## src/rtl/rtclock_pkg.sv

```systemverilog
// rtl/rtclock_pkg.sv - shared constants and types for the real-time clock / timestamp unit
package rtclock_pkg;

    localparam int NSEC_W = 30;
    localparam logic [NSEC_W-1:0] NSEC_MODULO = 30'd1000000000;
    localparam logic [NSEC_W-1:0] NSEC_HALF   = 30'd500000000;

    // Which source updates time-of-day this cycle, in rising priority order
    typedef enum logic [1:0] {
        UPD_TICK,
        UPD_ADJ,
        UPD_PPS,
        UPD_SET
    } upd_sel_e;

endpackage

```

## src/rtl/rtclock_capture.sv

```systemverilog
// rtl/rtclock_capture.sv - one timestamp capture slot: rising-edge detect, valid/overflow, hold registers
module rtclock_capture
    import rtclock_pkg::*;
#(
    parameter int SEC_W = 48
) (
    input  logic              clk,
    input  logic              resetn,
    input  logic              evt,
    input  logic              ack,
    input  logic [SEC_W-1:0]  sec,
    input  logic [NSEC_W-1:0] nsec,
    output logic              valid,
    output logic              ovf,
    output logic [SEC_W-1:0]  cap_sec,
    output logic [NSEC_W-1:0] cap_nsec
);

    logic              evt_q;
    logic              valid_q, valid_d;
    logic              ovf_q, ovf_d;
    logic [SEC_W-1:0]  sec_q, sec_d;
    logic [NSEC_W-1:0] nsec_q, nsec_d;
    logic              rise;

    assign rise = evt & ~evt_q;

    always_comb begin
        valid_d = valid_q;
        ovf_d   = ovf_q;
        sec_d   = sec_q;
        nsec_d  = nsec_q;
        if (ack) begin
            valid_d = 1'b0;
            ovf_d   = 1'b0;
        end
        // An ack in the same cycle frees the slot for the incoming event
        if (rise) begin
            if (valid_q && !ack) begin
                ovf_d = 1'b1;
            end else begin
                valid_d = 1'b1;
                sec_d   = sec;
                nsec_d  = nsec;
            end
        end
    end

    always_ff @(posedge clk or negedge resetn) begin
        if (!resetn) begin
            evt_q   <= 1'b0;
            valid_q <= 1'b0;
            ovf_q   <= 1'b0;
            sec_q   <= '0;
            nsec_q  <= '0;
        end else begin
            evt_q   <= evt;
            valid_q <= valid_d;
            ovf_q   <= ovf_d;
            sec_q   <= sec_d;
            nsec_q  <= nsec_d;
        end
    end

    assign valid    = valid_q;
    assign ovf      = ovf_q;
    assign cap_sec  = sec_q;
    assign cap_nsec = nsec_q;

endmodule

```

## src/rtl/rtclock_tsu.sv

```systemverilog
// rtl/rtclock_tsu.sv - sec/nsec time-of-day with fractional trim, set/adjust/PPS discipline, event capture; RTCLOCK_PPS_OUT_EN enables pps_out
module rtclock_tsu
    import rtclock_pkg::*;
#(
    parameter int SEC_W  = 48,
    parameter int FRAC_W = 16,
    parameter int N_CAP  = 2
`ifdef RTCLOCK_PPS_OUT_EN
    ,
    parameter int unsigned PPS_WIDTH_NS = 100000000
`endif
) (
    input  logic                     clk,
    input  logic                     resetn,
    input  logic [7:0]               cfg_inc_ns,
    input  logic [FRAC_W-1:0]        cfg_inc_frac,
    input  logic                     cfg_pps_en,
    input  logic                     pps_in,
    input  logic                     set_valid,
    input  logic [SEC_W-1:0]         set_sec,
    input  logic [NSEC_W-1:0]        set_nsec,
    input  logic                     adj_valid,
    input  logic                     adj_neg,
    input  logic [NSEC_W-1:0]        adj_nsec,
    output logic [SEC_W-1:0]         sec,
    output logic [NSEC_W-1:0]        nsec,
    output logic                     time_valid,
    output logic [30:0]              pps_offset,
    output logic                     pps_stb,
    input  logic [N_CAP-1:0]         cap_evt,
    input  logic [N_CAP-1:0]         cap_ack,
    output logic [N_CAP-1:0]         cap_valid,
    output logic [N_CAP-1:0]         cap_ovf,
    output logic [N_CAP*SEC_W-1:0]   cap_sec,
    output logic [N_CAP*NSEC_W-1:0]  cap_nsec,
    output logic                     pps_out
);

    logic [SEC_W-1:0]  sec_q, sec_d;
    logic [NSEC_W-1:0] nsec_q, nsec_d;
    logic [FRAC_W-1:0] frac_q, frac_d;
    logic              tv_q, tv_d;
    logic [30:0]       off_q, off_d;
    logic              stb_q, stb_d;
    logic              pps_in_q;
    upd_sel_e          upd_sel;

    // Free-running tick: {nsec,frac} + {inc_ns,inc_frac}, ns part 32 bits wide
    logic [FRAC_W:0]   frac_sum;
    logic [31:0]       ns_sum;
    logic              ns_wrap;
    logic [NSEC_W-1:0] nsec_next;
    logic [SEC_W-1:0]  sec_next;

    assign frac_sum  = {1'b0, frac_q} + {1'b0, cfg_inc_frac};
    assign ns_sum    = {2'b00, nsec_q} + {24'd0, cfg_inc_ns} + {31'd0, frac_sum[FRAC_W]};
    assign ns_wrap   = ns_sum >= {2'b00, NSEC_MODULO};
    assign nsec_next = ns_wrap ? ns_sum[NSEC_W-1:0] - NSEC_MODULO : ns_sum[NSEC_W-1:0];
    assign sec_next  = sec_q + SEC_W'(ns_wrap);

    // Step adjust applies on top of the unwrapped tick; bit 32 flags a negative result
    logic [32:0]       adj_sum;
    logic              adj_lo, adj_hi;
    logic [NSEC_W-1:0] nsec_adj;
    logic [SEC_W-1:0]  sec_adj;

    assign adj_sum  = adj_neg ? {1'b0, ns_sum} - {3'b000, adj_nsec}
                              : {1'b0, ns_sum} + {3'b000, adj_nsec};
    assign adj_lo   = adj_sum[32];
    assign adj_hi   = !adj_lo && (adj_sum[31:0] >= {2'b00, NSEC_MODULO});
    assign nsec_adj = adj_hi ? adj_sum[NSEC_W-1:0] - NSEC_MODULO :
                      adj_lo ? adj_sum[NSEC_W-1:0] + NSEC_MODULO : adj_sum[NSEC_W-1:0];
    assign sec_adj  = adj_hi ? sec_q + SEC_W'(1) :
                      adj_lo ? sec_q - SEC_W'(1) : sec_q;

    // PPS error: late edges (past half second) are reported negative and round sec up
    logic              pps_edge;
    logic              pps_late;
    logic [30:0]       pps_err;

    assign pps_edge = cfg_pps_en & pps_in & ~pps_in_q;
    assign pps_late = nsec_next >= NSEC_HALF;
    assign pps_err  = {1'b0, nsec_next} - (pps_late ? {1'b0, NSEC_MODULO} : 31'd0);

    always_comb begin
        upd_sel = UPD_TICK;
        if (set_valid)      upd_sel = UPD_SET;
        else if (pps_edge)  upd_sel = UPD_PPS;
        else if (adj_valid) upd_sel = UPD_ADJ;
    end

    always_comb begin
        sec_d  = sec_next;
        nsec_d = nsec_next;
        frac_d = frac_sum[FRAC_W-1:0];
        tv_d   = tv_q;
        off_d  = off_q;
        stb_d  = 1'b0;
        case (upd_sel)
            UPD_SET: begin
                sec_d  = set_sec;
                nsec_d = set_nsec;
                frac_d = '0;
                tv_d   = 1'b1;
            end
            UPD_PPS: begin
                sec_d  = sec_next + SEC_W'(pps_late);
                nsec_d = {22'd0, cfg_inc_ns};
                frac_d = '0;
                tv_d   = 1'b1;
                off_d  = pps_err;
                stb_d  = 1'b1;
            end
            UPD_ADJ: begin
                sec_d  = sec_adj;
                nsec_d = nsec_adj;
            end
            default: ;
        endcase
    end

    always_ff @(posedge clk or negedge resetn) begin
        if (!resetn) begin
            sec_q    <= '0;
            nsec_q   <= '0;
            frac_q   <= '0;
            tv_q     <= 1'b0;
            off_q    <= '0;
            stb_q    <= 1'b0;
            pps_in_q <= 1'b0;
        end else begin
            sec_q    <= sec_d;
            nsec_q   <= nsec_d;
            frac_q   <= frac_d;
            tv_q     <= tv_d;
            off_q    <= off_d;
            stb_q    <= stb_d;
            pps_in_q <= pps_in;
        end
    end

    assign sec        = sec_q;
    assign nsec       = nsec_q;
    assign time_valid = tv_q;
    assign pps_offset = off_q;
    assign pps_stb    = stb_q;

    for (genvar i = 0; i < N_CAP; i++) begin : g_cap
        rtclock_capture #(
            .SEC_W (SEC_W)
        ) u_cap (
            .clk      (clk),
            .resetn   (resetn),
            .evt      (cap_evt[i]),
            .ack      (cap_ack[i]),
            .sec      (sec_q),
            .nsec     (nsec_q),
            .valid    (cap_valid[i]),
            .ovf      (cap_ovf[i]),
            .cap_sec  (cap_sec[i*SEC_W +: SEC_W]),
            .cap_nsec (cap_nsec[i*NSEC_W +: NSEC_W])
        );
    end

`ifdef RTCLOCK_PPS_OUT_EN
    logic pps_out_q;

    always_ff @(posedge clk or negedge resetn) begin
        if (!resetn) pps_out_q <= 1'b0;
        else         pps_out_q <= tv_q && ({2'b00, nsec_q} < 32'(PPS_WIDTH_NS));
    end

    assign pps_out = pps_out_q;
`else
    assign pps_out = 1'b0;
`endif

endmodule
```

## config.mk

```make
export PLATFORM = sky130hd
export DESIGN_NAME = rtclock_tsu
export DESIGN_NICKNAME = d
export VERILOG_FILES = /design/src/rtl/rtclock_pkg.sv /design/src/rtl/rtclock_capture.sv /design/src/rtl/rtclock_tsu.sv
export SDC_FILE = /design/constraint.sdc
export NUM_CORES = 1
export LEC_CHECK = 0
export CAP_MARGIN = 15
export CELL_PAD_IN_SITES_DETAIL_PLACEMENT = 1
export CELL_PAD_IN_SITES_GLOBAL_PLACEMENT = 1
export CORE_UTILIZATION = 44
export DETAILED_ROUTE_END_ITERATION = 6
export GPL_TIMING_DRIVEN = 0
export PLACE_DENSITY_LB_ADDON = 0.1
export SLEW_MARGIN = 20
export SYNTH_ARGS = -nofsm -noshare
export SYNTH_HDL_FRONTEND = slang
export SYNTH_HIERARCHICAL = 1
export SYNTH_SLANG_ARGS = --single-unit
```

## constraint.sdc

```tcl
create_clock -name clk -period 36.5 [get_ports clk]
set_clock_uncertainty 0.1 [all_clocks]
set_input_delay 7.3 -clock clk [delete_from_list [all_inputs] [get_ports clk]]
set_output_delay 7.3 -clock clk [all_outputs]
set_load 0.05 [all_outputs]
```

[Word level (Yosys, flattened, before mapping)]
Cells that the tools add are included.
Widths: inputs -> output; s select.
Word-level totals
  register bits: 290
  input bits: 143
  output and inout bits: 272
  logic and storage cells: 81
Operators by class
  add/sub/neg operators: 13
  order comparisons: 3
  equality and inequality tests: 4
  muxes and demuxes: 26
  bitwise operators: 9
  reductions and logical operators: 9
Operators with widths (count)
  $pmux 48 s3: 1
  $mux 30: 4
  $add 48x1->48: 2
  $mux 48: 2
  $pmux 30 s3: 1
  $ge 32x30->1 const B: 2
  $sub 30x30->30 const B: 2
  $add 48x1->48 const B: 1
  $sub 48x1->48 const B: 1
  $add 32x30->33: 1
  $mux 33: 1
  $sub 32x30->33: 1
  $add 31x1->32: 1
  $add 30x8->31: 1
  $sub 30x30->31: 1
  $add 30x30->30 const B: 1
  $ge 30x29->1 const B: 1
  $add 16x16->17: 1
  $mux 16: 1
  $mux 1: 14
  $not 1->1: 5
  $and 1x1->1: 4
  $eq 2x2->1 const B: 2
  $mux 2: 2
  other kinds (6): 11

[Logic depth before layout (Yosys ltp)]
  depth after elaboration: 8
  gate-level depth with buffers: 57
  gate-level depth less buffers: 55

[Modules after synthesis]
The synthesis kept the hierarchy.
By module, submodules not included
  rtclock_tsu: times used 1, cells an instance 2611, area an instance 18903.1 um2, sequential area each 3203.1 um2
  rtclock_capture: times used 2, cells an instance 174, area an instance 3032.9 um2, sequential area each 2026.9 um2

[Worst setup path before layout]
Ideal clock, no wire load.
  path type: input port to flip-flop
  start: input cfg_inc_frac[0]
  end: register sec_q[46] (netlist: sec[46])
  library setup time: 0.121 ns
  arrival: 18.931 ns
  required time: 36.279 ns
  setup slack: 17.348 ns
  stages on the path: 53
  buffers on the path: 1
  cells stage by stage: ha_1 -> inv_1 -> fa_1 -> nor2b_1 -> o21ai_0 -> a21boi_0 -> o21ai_0 -> a21boi_0 -> o21ai_0 -> a21oi_1 -> o21ai_0 -> a21oi_1 -> o21ai_0 -> a21oi_1 -> o21ai_0 -> a21oi_1 -> a211oi_1 -> fa_1 -> [17 not listed] -> a41oi_1 -> nor2_1 -> inv_1 -> ha_1 -> a21o_1 -> a21oi_1 -> o211ai_1 -> nor4b_1 -> o31ai_1 -> o22ai_1 -> a221o_1 -> a221o_1 -> a221o_1 -> a21oi_1 -> o41ai_1 -> xnor2_1 -> a31oi_1 -> o22a_1
Between the ends
  word-level cells in the longest chain between the ends: 8
  elaborated cells on any way between the ends: 17
  classes of those cells: add/sub: 7; order compare: 3; eq/ne: 1; mux: 4; reduce/logical: 2
Ends and longest elaborated chain
  from (decl): line rtclock_tsu.sv:16  | input logic [FRAC_W-1:0] cfg_inc_frac,
  $add 16x16->17 *: line rtclock_tsu.sv:55  | assign frac_sum = {1'b0, frac_q} + {1'b0, cfg_inc_frac};
  $add 31x1->32 *: line rtclock_tsu.sv:56  | assign ns_sum = {2'b00, nsec_q} + {24'd0, cfg_inc_ns} + {31'd0, frac_sum[FRAC_W]};
  branches (longest 6 deep; another with $add 48x1->48)
  to (signal assigned): line rtclock_tsu.sv:124  | sec_q <= '0;
  to (signal assigned): line rtclock_tsu.sv:132  | sec_q <= sec_d;
  to (decl): line rtclock_tsu.sv:39  | logic [SEC_W-1:0] sec_q, sec_d;
Every way passes the cells marked *.
A chain may end at the register's enable or synchronous reset.

[Worst setup path after layout]
  start: input cfg_inc_frac[0]
  end: register sec_q[46] (netlist: sec[46])
Between the ends
  word-level cells in the longest chain between the ends: 8
  elaborated cells on any way between the ends: 17
  classes of those cells: add/sub: 7; order compare: 3; eq/ne: 1; mux: 4; reduce/logical: 2
Ends and longest elaborated chain
  $add 16x16->17 *: line rtclock_tsu.sv:55
  $add 31x1->32 *: line rtclock_tsu.sv:56
  net ns_sum[8]: line rtclock_tsu.sv:50  | logic [31:0] ns_sum;
  branches (longest 6 deep; another with $add 48x1->48)
Mark *: on every way through the listed nets, which the timed path passes.

==> impl_metrics.csv <==
group,metric,value,unit
floorplanning,num_rows,86,
floorplanning,floorplan.initialDensity,0.449,
worst_setup_path,rr_startpoint,"frac_q[0]$_DFF_PN0_",
worst_setup_path,critical_path_peak_fanout,29,
worst_setup_path,critical_path_arrival,24.73,ns
worst_setup_path,cp_common_cell,"sky130_fd_sc_hd__o21ai_0",
drt,drt-initial-drc-count,2298,
sta,worst_slew_margin_rel,0.152,
worst_setup_path,worstSetupEndpointType,"flop",
synthesis,yosysSeqAreaShare,0.291,
clock_network,numClockSinks,290,
run_status,run_status,"finished, final reports clean",
worst_setup_path,criticalPathCategory,"input port to flop",
hold_path,min-delay-path-class,"flop to flop",
clock_network,ctsRootBufferMaster,"sky130_fd_sc_hd__clkbuf_16",
sta,setup_viol,0,
clock_network,max-clock-path-buffers,3,
placed_design,dp.final_hpwl,90.7,mm
floorplanning,die-width,240,um
sta,rsz_0062_raised_after_global_routing,"no",
clock_network,worst_skew_pair.late_latency,0.59,ns
grt,global_route.usage.total,0.408,
clock_network,ctsResizeCount,0,
sta,tightest_slew,1.27,ns
sta,timing.final.max_slew_violations,0,
final_layout,post_route_cell_area,31400,um2
worst_setup_path,setup.worst_path.start,"cfg_inc_frac[0]",
sta,setup_total_negative_slack,0,ns
synthesis,ys_async_sr_fraction,1.00,
synthesis,ys.flop_type,"sky130_fd_sc_hd__dfrtp_1",
grt,grt_pass1_wl,178,mm
sta,clock.fmax,41.0,MHz
sta,post-route-period-util,0.668,
synthesis,syn_inst,2959,
final_layout,layout.nets,3718,
hold_path,worst_hold_startpoint,"pps_offset[15]$_DFFE_PN0P_",
synthesis,synth.ff_latch_count,290,
final_layout,post_route_cells_drive_above_1_share,0.0875,
sta,hold_viol,0,
final_layout,fill_count,6575,
grt,first_global_vias,28000,
clock_network,cts_hold_repair.buffers,0,
worst_setup_path,critPathRequiredTime,36.85,ns
placed_design,numPortBuffers,410,
drt,avgViaCountPerCell,6.49,
clock_network,clock_tree_from_tritoncts,"built",
synthesis,synth_cell_type_count,104,
placed_design,gpl.final_weighted_congestion,0.976,
worst_setup_path,critical_path.startpoint_type,"input port",
worst_setup_path,critical_path.top_delay_family,"compound AO/OA/AOI/OAI gates",
drt,vias,27200,
synthesis,synth.yosys.warnings,6,
placed_design,detailed_place.area,30200,um2
worst_setup_path,timing.critical_path.slowest_stage_cell,"sky130_fd_sc_hd__o41ai_1",
clock_network,post-cts-setup-buffers,0,
clock_network,tritoncts.num_buffers,37,
drt,postRouteWirelength,120,mm
sta,minimum_period_implied_by_the_final_worst_setup_slack,24.38,ns
floorplanning,fp.dieArea,57700,um2
drt,avgRoutedWirePerCell,28.6,um
worst_setup_path,critPathMaxStageDelay,0.90,ns
synthesis,synth_largest_area_cell,"sky130_fd_sc_hd__dfrtp_1",
drt,drt-pass1-iter-count,6,
synthesis,synthTopCellsByArea,"sky130_fd_sc_hd__dfrtp_1 29%, sky130_fd_sc_hd__ha_1 7.8%, sky130_fd_sc_hd__mux2_2 5.6%",
grt,gr-total-overflow,0,
drt,drt.antenna.violating_nets,0,
floorplanning,core_area,55600,um2
floorplanning,die_height,240,um
worst_setup_path,timing.critical_path.buf_inv,6,
synthesis,synthDominantCellAreaShare,0.291,
synthesis,synth.cell_area,25000,um2
synthesis,postSynthAreaPerCell,8.44,um2
synthesis,syn_nets,3264,
clock_network,clkTransAtPathRegs,0.06,ns
drt,drc,0,
synthesis,synth_enable_flop_cells,0,
clock_network,ctsHtreeMaxLevel,2,
final_layout,syn_to_final_growth,26.0,%
floorplanning,boundaryPins,415,
job,maxCapViolCount,0,
grt,grt_max_degree,86,
grt,grt_antenna_before_repair,9,
state kept, by name, summed over array words and instances, names as in the netlist:
signal,flops
nsec,30
g_cap.u_cap/evt_q,2
pps_stb,1
g_cap.u_cap/cap_sec,96
g_cap.u_cap/ovf,2
sec,48
time_valid,1
frac_q,16
pps_offset,31
pps_in_q,1
g_cap.u_cap/cap_nsec,60
g_cap.u_cap/valid,2
cell families after synthesis:
| group | Yosys count | share of synthesized area |
|---|---|---|
| AO/OA/AOI/OAI | 923 | 0.245 |
| XOR/XNOR | 212 | 0.0753 |
| adder cells (fa/ha/maj) | 163 | 0.0834 |
| buffers and inverters | 292 | 0.0485 |
| flip-flops | 290 | 0.291 |
| multiplexers | 176 | 0.0788 |
| other | 1 | 0.000150 |
| AND/OR/NAND/NOR | 902 | 0.178 |
layer usage:
metal,track usage,vias to the layer above,routed length (um)
li1,-,11800,-
met2,0.647,1419,54000
met1,0.536,13700,49900
met4,0.182,2,5660
met3,0.0812,347,10500
met5,0,-,13
layout make-up:
type                    instances  area, um2  area share
well taps                     748        936      0.0298
clock buffers                  47       1030      0.0329
repair buffers                415       4230       0.134
multi-input cells            2377      16500       0.526
flip-flops and latches        290       7260       0.231
diodes                          6       15.0    0.000477
plain buffers                 149        677      0.0215
inverters                     143        537      0.0171
clock inverters                18        239     0.00760
worst register-to-register path: cells and delay by family (launching register included):
kind,cells,cell delay (ns)
compound gates,35,11.88
xor+xnor,2,0.94
fa+ha+maj,6,1.94
buf+inv,5,1.49
flops,1,0.37
simple gates,4,0.76
worst paths after layout:
check | slack (ns) | to | depth (start not counted)
max in group asynchronous | 28.56 | sec[38]$_DFFE_PN0P_ | 3
min | 0.38 | pps_offset[15]$_DFFE_PN0P_ | 2
max | 12.12 | sec[46]$_DFFE_PN0P_ | 53
min reg2reg | 0.38 | pps_offset[15]$_DFFE_PN0P_ | 2
max reg2reg | 18.93 | sec[46]$_DFFE_PN0P_ | 52
min in group asynchronous | 6.56 | g_cap[1].u_cap/cap_nsec[3]$_DFFE_PN0P_ | 1
metrics by stage:
step	utilization	std cells	worst slack (ns)	hold WS [ns]
finish	0.565	4193	12.12	0.377
global route	0.565	4192	11.45	0.402
CTS	0.565	4187	12.76	0.378
detailed placement	0.542	4122	12.52	0.365
global placement	0.539	4117	12.51	0.360
floorplan	-	2959	17.35	0.444
synthesized netlist by cell type (all sizes together), types with 18 or more instances:
| cell | n |
|---|---|
| inv | 143 |
| nand2 | 223 |
| ha | 156 |
| a31oi | 34 |
| nor2b | 22 |
| and3 | 38 |
| or3 | 23 |
| nor3 | 91 |
| a21o | 66 |
| buf | 38 |
| o211ai | 31 |
| a221oi | 18 |
| a21oi | 232 |
| a22oi | 20 |
| o22ai | 22 |
| mux2 | 164 |
| dfrtp | 290 |
| nor4 | 36 |
| o31ai | 20 |
| nand4 | 41 |
| clkbuf | 111 |
| o21ai | 220 |
| xnor2 | 142 |
| nor2 | 238 |
| o21bai | 23 |
| nand3 | 84 |
| a211oi | 38 |
| o21a | 25 |
| xor2 | 70 |
| nand2b | 32 |
cell usage in the layout, fill, tap and decap left out, types with 13 or more instances in the layout:
| master | netlist | final |
|---|---|---|
| sky130_fd_sc_hd__and4_1 | 13 | 13 |
| sky130_fd_sc_hd__o31ai_1 | 19 | 19 |
| sky130_fd_sc_hd__o21ai_0 | 199 | 199 |
| sky130_fd_sc_hd__nand3_1 | 82 | 82 |
| sky130_fd_sc_hd__buf_2 | 16 | 16 |
| sky130_fd_sc_hd__nor3_1 | 88 | 87 |
| sky130_fd_sc_hd__xnor2_1 | 139 | 138 |
| sky130_fd_sc_hd__xor2_1 | 70 | 70 |
| sky130_fd_sc_hd__o21bai_1 | 23 | 23 |
| sky130_fd_sc_hd__nand4_1 | 41 | 41 |
| sky130_fd_sc_hd__or3_1 | 23 | 23 |
| sky130_fd_sc_hd__a21oi_1 | 230 | 230 |
| sky130_fd_sc_hd__a31oi_1 | 33 | 33 |
| sky130_fd_sc_hd__clkbuf_1 | 110 | 112 |
| sky130_fd_sc_hd__mux2_2 | 124 | 124 |
| sky130_fd_sc_hd__ha_1 | 156 | 156 |
| sky130_fd_sc_hd__nor2b_1 | 22 | 22 |
| sky130_fd_sc_hd__a221oi_1 | 17 | 17 |
| sky130_fd_sc_hd__nand2_1 | 223 | 223 |
| sky130_fd_sc_hd__inv_1 | 139 | 138 |
| sky130_fd_sc_hd__a22oi_1 | 20 | 20 |
| sky130_fd_sc_hd__nor2_1 | 238 | 237 |
| sky130_fd_sc_hd__o211ai_1 | 29 | 29 |
| sky130_fd_sc_hd__o22ai_1 | 22 | 22 |
| sky130_fd_sc_hd__o21ai_1 | 19 | 19 |
| sky130_fd_sc_hd__or2_2 | 13 | 13 |
| sky130_fd_sc_hd__dfrtp_1 | 290 | 290 |
| sky130_fd_sc_hd__and3_1 | 38 | 38 |
| sky130_fd_sc_hd__o22a_1 | 15 | 15 |
| sky130_fd_sc_hd__o21a_1 | 25 | 25 |
| sky130_fd_sc_hd__a21o_1 | 66 | 66 |
| sky130_fd_sc_hd__mux2_1 | 40 | 40 |
| sky130_fd_sc_hd__nand2b_1 | 30 | 30 |
| sky130_fd_sc_hd__clkbuf_16 | 0 | 38 |
| sky130_fd_sc_hd__a211oi_1 | 37 | 36 |
| sky130_fd_sc_hd__nor4_1 | 30 | 29 |
| sky130_fd_sc_hd__clkdlybuf4s50_1 | 0 | 409 |
Power is not shown: default switching activity piles up to over one toggle a cycle in this logic, so the estimate is an artifact.
